<file path="src/rtl/operand_preproc_pipe.sv">
// Purpose : operand preprocessor for the Booth-4/Wallace signed multiplier. It produces the
//           product sign, |A|, |B| and a zero-product flag, and presents them through a
//           registered valid/ready stage.
// Latency : 1 cycle from the accept edge to out_valid with results. 1 pair/cycle while out_ready=1.
// Backpressure: with PREPROC_SKID_EN defined, a two-entry skid buffer is used and in_ready is
//           registered. Otherwise there is a single stage and in_ready = out_ready | ~out_valid.
// Ports   : clk, rst (async, active-high); in_valid/in_ready, mode_signed, a_num, b_num on the
//           input side; out_valid/out_ready, a_mag, b_mag, sign, zero on the output side.
module operand_preproc_pipe #(
    parameter int WIDTH = 16
) (
    input  logic             clk,
    input  logic             rst,
    input  logic             in_valid,
    output logic             in_ready,
    input  logic             mode_signed,
    input  logic [WIDTH-1:0] a_num,
    input  logic [WIDTH-1:0] b_num,
    output logic             out_valid,
    input  logic             out_ready,
    output logic [WIDTH-1:0] a_mag,
    output logic [WIDTH-1:0] b_mag,
    output logic             sign,
    output logic             zero
);

    typedef struct packed {
        logic [WIDTH-1:0] a_mag;
        logic [WIDTH-1:0] b_mag;
        logic             sign;
        logic             zero;
    } res_t;

    // Combinational preprocessing of the pair currently on the inputs.
    logic a_neg, b_neg;
    res_t new_res;

    always_comb begin
        a_neg = mode_signed & a_num[WIDTH-1];
        b_neg = mode_signed & b_num[WIDTH-1];
        new_res = '0;
        // Negating the most-negative value wraps back to itself. Read as unsigned, that is the
        // correct magnitude.
        new_res.a_mag = a_neg ? ({WIDTH{1'b0}} - a_num) : a_num;
        new_res.b_mag = b_neg ? ({WIDTH{1'b0}} - b_num) : b_num;
        new_res.zero  = (a_num == '0) | (b_num == '0);
        new_res.sign  = (a_neg ^ b_neg) & ~new_res.zero;
    end

    res_t main_q, main_d;
    logic out_valid_q;
    logic accept;

`ifdef PREPROC_SKID_EN
    typedef enum logic [1:0] {S_EMPTY, S_HALF, S_FULL} state_t;

    state_t state_q, state_d;
    res_t   skid_q, skid_d;
    logic   in_ready_q;

    assign accept = in_valid & in_ready_q;

    always_comb begin
        state_d = state_q;
        main_d  = main_q;
        skid_d  = skid_q;
        case (state_q)
            S_EMPTY: begin
                if (accept) begin
                    main_d  = new_res;
                    state_d = S_HALF;
                end
            end
            S_HALF: begin
                if (accept && out_ready) begin
                    main_d = new_res;
                end else if (accept) begin
                    skid_d  = new_res;
                    state_d = S_FULL;
                end else if (out_ready) begin
                    state_d = S_EMPTY;
                end
            end
            S_FULL: begin
                // in_ready is low here, so draining only promotes the skid entry.
                if (out_ready) begin
                    main_d  = skid_q;
                    state_d = S_HALF;
                end
            end
            default: state_d = S_EMPTY;
        endcase
    end

    // The handshake outputs are registered from the next state. This keeps every output a
    // flop and removes any combinational path from out_ready to in_ready.
    always_ff @(posedge clk or posedge rst) begin
        if (rst) begin
            state_q     <= S_EMPTY;
            main_q      <= '0;
            skid_q      <= '0;
            out_valid_q <= 1'b0;
            in_ready_q  <= 1'b1;
        end else begin
            state_q     <= state_d;
            main_q      <= main_d;
            skid_q      <= skid_d;
            out_valid_q <= (state_d != S_EMPTY);
            in_ready_q  <= (state_d != S_FULL);
        end
    end

    assign in_ready = in_ready_q;
`else
    logic out_valid_d;

    assign in_ready = out_ready | ~out_valid_q;
    assign accept   = in_valid & in_ready;

    always_comb begin
        main_d      = accept ? new_res : main_q;
        out_valid_d = accept | (out_valid_q & ~out_ready);
    end

    always_ff @(posedge clk or posedge rst) begin
        if (rst) begin
            main_q      <= '0;
            out_valid_q <= 1'b0;
        end else begin
            main_q      <= main_d;
            out_valid_q <= out_valid_d;
        end
    end
`endif

    assign out_valid = out_valid_q;
    assign a_mag     = main_q.a_mag;
    assign b_mag     = main_q.b_mag;
    assign sign      = main_q.sign;
    assign zero      = main_q.zero;

endmodule

</file>
<file path="config.mk">
export PLATFORM = sky130hd
export DESIGN_NAME = operand_preproc_pipe
export DESIGN_NICKNAME = d
export VERILOG_FILES = /design/src/rtl/operand_preproc_pipe.sv
export SDC_FILE = /design/constraint.sdc
export NUM_CORES = 1
export LEC_CHECK = 0
export ABC_AREA = 1
export ABC_CLOCK_PERIOD_IN_PS = 1140
export BUFFER_PORTS_ARGS = -buffer_cell sky130_fd_sc_hd__buf_2
export CAP_MARGIN = 10
export CORE_AREA = 3 3 79 81
export DETAILED_ROUTE_END_ITERATION = 10
export DIE_AREA = 0 0 82 84
export PLACE_DENSITY = 0.7
export SLEW_MARGIN = 15
export SYNTH_ARGS = -nofsm -noshare
export SYNTH_HDL_FRONTEND = slang
export SYNTH_SLANG_ARGS = --single-unit
</file>
<file path="constraint.sdc">
create_clock -name clk -period 1.14 [get_ports clk]
set_input_delay 0.171 -clock clk [delete_from_list [all_inputs] [get_ports clk]]
set_output_delay 0.171 -clock clk [all_outputs]
set_load 0.1 [all_outputs]
</file>
==> impl_metrics.ini <==
[synth]
syn-num-nets = 350
synth_edf_count = 0
synth_compound_area_share_pct = 7.309
synth_top_family_by_area = simple AND/OR/NAND/NOR gates
synth-main-ff-cell = dfrtp_1
synth_warnings = 0
yosys-top-cells-area = dfrtp_1, nand2_1, nand3_1
synth-seq-area-share_pct = 39.66
synthMuxAreaShare_pct = 0
synth_seq_cells = 35
synth-xor-area-share_pct = 3.173
postSynthCellCount = 311
async_reset_ff_share_pct = 100.0
synth_top_cell_by_area = dfrtp_1
avgSynthCellArea_um2 = 7.101
synth_fa_ha_area_share_pct = 1.133
syn_area_um2 = 2208
synth_top_cell_area_share_pct = 39.66
synthSimpleGateAreaFrac_pct = 40.00
synth_cell_types = 29

[critical_path]
cp.arrival_ps = 1120
worstPathRequired_ps = 970
critPathLaunchType = flip-flop
reg2reg_setup_slack_ps = -120
worst_path_max_delay_cell = dfrtp_4
r2r_cells = 6
rr_startpoint = out_valid$_DFF_PP0_
cp_slowest_stage_delay_ps = 510
path_cells = nand2_8 > buf_6 > buf_12
r2r_end = b_mag[1]$_DFFE_PP0P_
worst_setup_path_end_kind = output pin
cp_max_fo = 2
timing_worst_setup_path_type = flip-flop to output pin

[grt]
grt_pass1_wl_um = 10320
grt_overflow = 0
grt_pass1_vias = 2301
track_usage_pct = 18.91
antenna_found_initial = 0
grt_start_max_net_pins = 36

[sta]
finalHoldViolCount = 0
finalSetupViolations = 35
final.setup_skew_ps = 6.058
rsz0062_at_grt = true
worst_slew_pin_slew_ps = 324.8
drv_slew = 0
post-route-period-util_pct = 113.2
finalCriticalPeriod_ps = 1290
fin_hold_ws_ps = 156.6
slew_headroom_pct = 78.18
setup_slack_ps = -150.2
fmax_mhz = 775.1

[floorplanning]
die_y_um = 84
die_w_um = 82
initial_utilization_pct = 39.86
dieArea_um2 = 6888
rows = 27
core_area_um2 = 5540
io_pins = 73

[final_layout]
stdcell_area_um2 = 3637
drive_gt1_share_pct = 34.40
syn_to_final_growth_pct = 64.70
nets = 445
insertedDiodeCount = 0
nFillCells = 459

[place]
numPortBuffers = 72
place_area_um2 = 3406
detailed_place_hpwl_um = 4643
place.gp.congestion = 0.9120

[clock_tree]
cts_sinks = 35
cts-htree-levels = 2
path_clk_slew_ps = 70
cts_made_buffers = 5
cts_buffer_depth = 2
clk_latency_ps = 280
cts_root_buf = clkbuf_8
cts_tree = done

[power_and_ir_drop]
power_switching_w = 0.002488
seqPwrFrac_pct = 29.6
power_density_nw_per_um2 = 1505
pwr-share-clk_pct = 18.2
ir_drop_mv = 0.8318
leakage_nw = 1.809
pwr-share-comb_pct = 52.2
switching_share_pct = 45.45
p_int_w = 0.002986

[detailed_routing]
drt-pass1-iter-count = 4
vias_per_cell = 4.881
postRouteAntennaNets = 0
wl_per_cell_um = 12.96
vias = 2338
routed_wirelength_um = 6208
drc = 0
drtIter0Drc = 93

[worst_hold_path]
min_path_cells = 4
min_from = b_num[14]
hp-class = primary input to flip-flop
worstHoldEndpoint = b_mag[14]$_DFFE_PP0P_

[status]
status = complete, but fails checks
violations = negative setup slack

[flow_run]
maxCapViolCount = 0
critical path: cells and delay by family (launching register included):
| kind | cells | cell delay, ps |
|---|---|---|
| flip-flops | 1 | 510 |
| buffers and inverters | 2 | 260 |
| AND/OR/NAND/NOR | 1 | 70 |
per-layer routing:
layer	part of all wire, %	vias up	global-route usage [%]
met5	0	-	0
met4	1.4	0	5.438
met3	7.8	9	4.536
met2	51	73	33.50
met1	40	1079	22.02
li1	-	1177	-
power by group through the flow:
stage          clock network [W]  logic (W)  registers (W)
6_report                0.000998    0.00286        0.00162
5_1_grt                  0.00110    0.00298        0.00164
4_1_cts                  0.00103    0.00283        0.00163
3_5_place_dp                   0    0.00280        0.00165
3_3_place_gp                   0    0.00277        0.00164
2_1_floorplan                  0   0.000467        0.00283
logic make-up after synthesis:
logic type,after synthesis
buf+inv,43
xor+xnor,8
flops,35
fa+ha+maj,2
simple gates,195
compound gates,28
flip-flops by register name (all words and copies together), names as in the netlist:
register	count
a_mag	16
b_mag	16
out_valid	1
sign	1
zero	1
layout by cell type (no fill, tap or decap), types with 2 or more instances in the layout:
cell       netlist  layout
clkbuf_8         0       7
buf_6            2       2
buf_12           0      42
dfrtp_1         35      34
clkbuf_16        0       2
o21ai_0          8       6
nor2_2           3       3
inv_2            3       2
inv_1           30      30
buf_2            5      36
xnor2_1          2       2
nand2_4          1       2
o21ai_1         10      12
buf_4            2      12
xor2_1           6       6
nand3b_1         2       2
ha_1             2       2
nand3_2          3      10
nand2_1        105     103
nor2_4           4       4
nand3_1         39      32
nand2_2          9       9
nand4_1          3       3
nand2_8          0       2
nor2_1          25      25
a21oi_1          5       4
through the flow:
step / total power, W / std cells / worst slack, ps / util [%] / setup TNS (ps)
6_report: 0.005474 / 479 / -150.2 / 65.65 / -2647
5_1_grt: 0.005718 / 479 / -181.8 / 65.65 / -4199
4_1_cts: 0.005487 / 474 / -176.7 / 64.05 / -3153
3_5_place_dp: 0.004449 / 462 / -128.6 / 61.47 / -1306
3_3_place_gp: 0.004412 / 462 / -88.87 / 61.47 / -741.1
2_1_floorplan: 0.003294 / 311 / -271.4 / - / -8654
how the worst max path moves through the flow:
stage / startpoint / end / slack [ps] / depth (start not counted)
after CTS: out_valid$_DFF_PP0_ / in_ready / -180 / 3
final: out_valid$_DFF_PP0_ / in_ready / -150 / 3
after detailed placement: a_num[1] / a_mag[12]$_DFFE_PP0P_ / -130 / 10
after floorplan: out_valid$_DFF_PP0_ / a_mag[1]$_DFFE_PP0P_ / -270 / 6
after global routing: out_valid$_DFF_PP0_ / in_ready / -180 / 3
after global placement: a_num[0] / sign$_DFFE_PP0P_ / -90 / 8
repair_timing:
action	CTS	global route
buffers inserted	3	1
pin swaps	2	2
hold buffers	1	0
endpoints found under the hold margin	35	0
endpoints found under the setup margin	12	36
gates cloned	0	4
resized for setup	4	4
layout make-up:
| cell class | count | area, um^2 | area share [%] |
|---|---|---|---|
| clock buffer | 8 | 100.1 | 2.752 |
| inverter | 34 | 142.6 | 3.922 |
| multi-input combinational | 234 | 1222 | 33.61 |
| sequential | 35 | 879.6 | 24.18 |
| tap | 72 | 90.09 | 2.477 |
| timing repair buffer | 95 | 1194 | 32.82 |
| timing repair inverter | 1 | 8.758 | 0.2408 |
cell usage after synthesis, types with 2 or more instances:
cell type	count
dfrtp_1	35
nor2_1	25
nand3_1	39
nand3b_1	2
nand4_1	3
o21ai_0	8
buf_4	2
a21oi_1	5
nor2_2	3
nand2_2	9
xnor2_1	2
o21ai_1	10
xor2_1	6
buf_2	5
nand2_1	105
inv_2	3
buf_6	2
nand3_2	3
ha_1	2
nor2_4	4
inv_1	30
(Power assumes the default switching activity.)
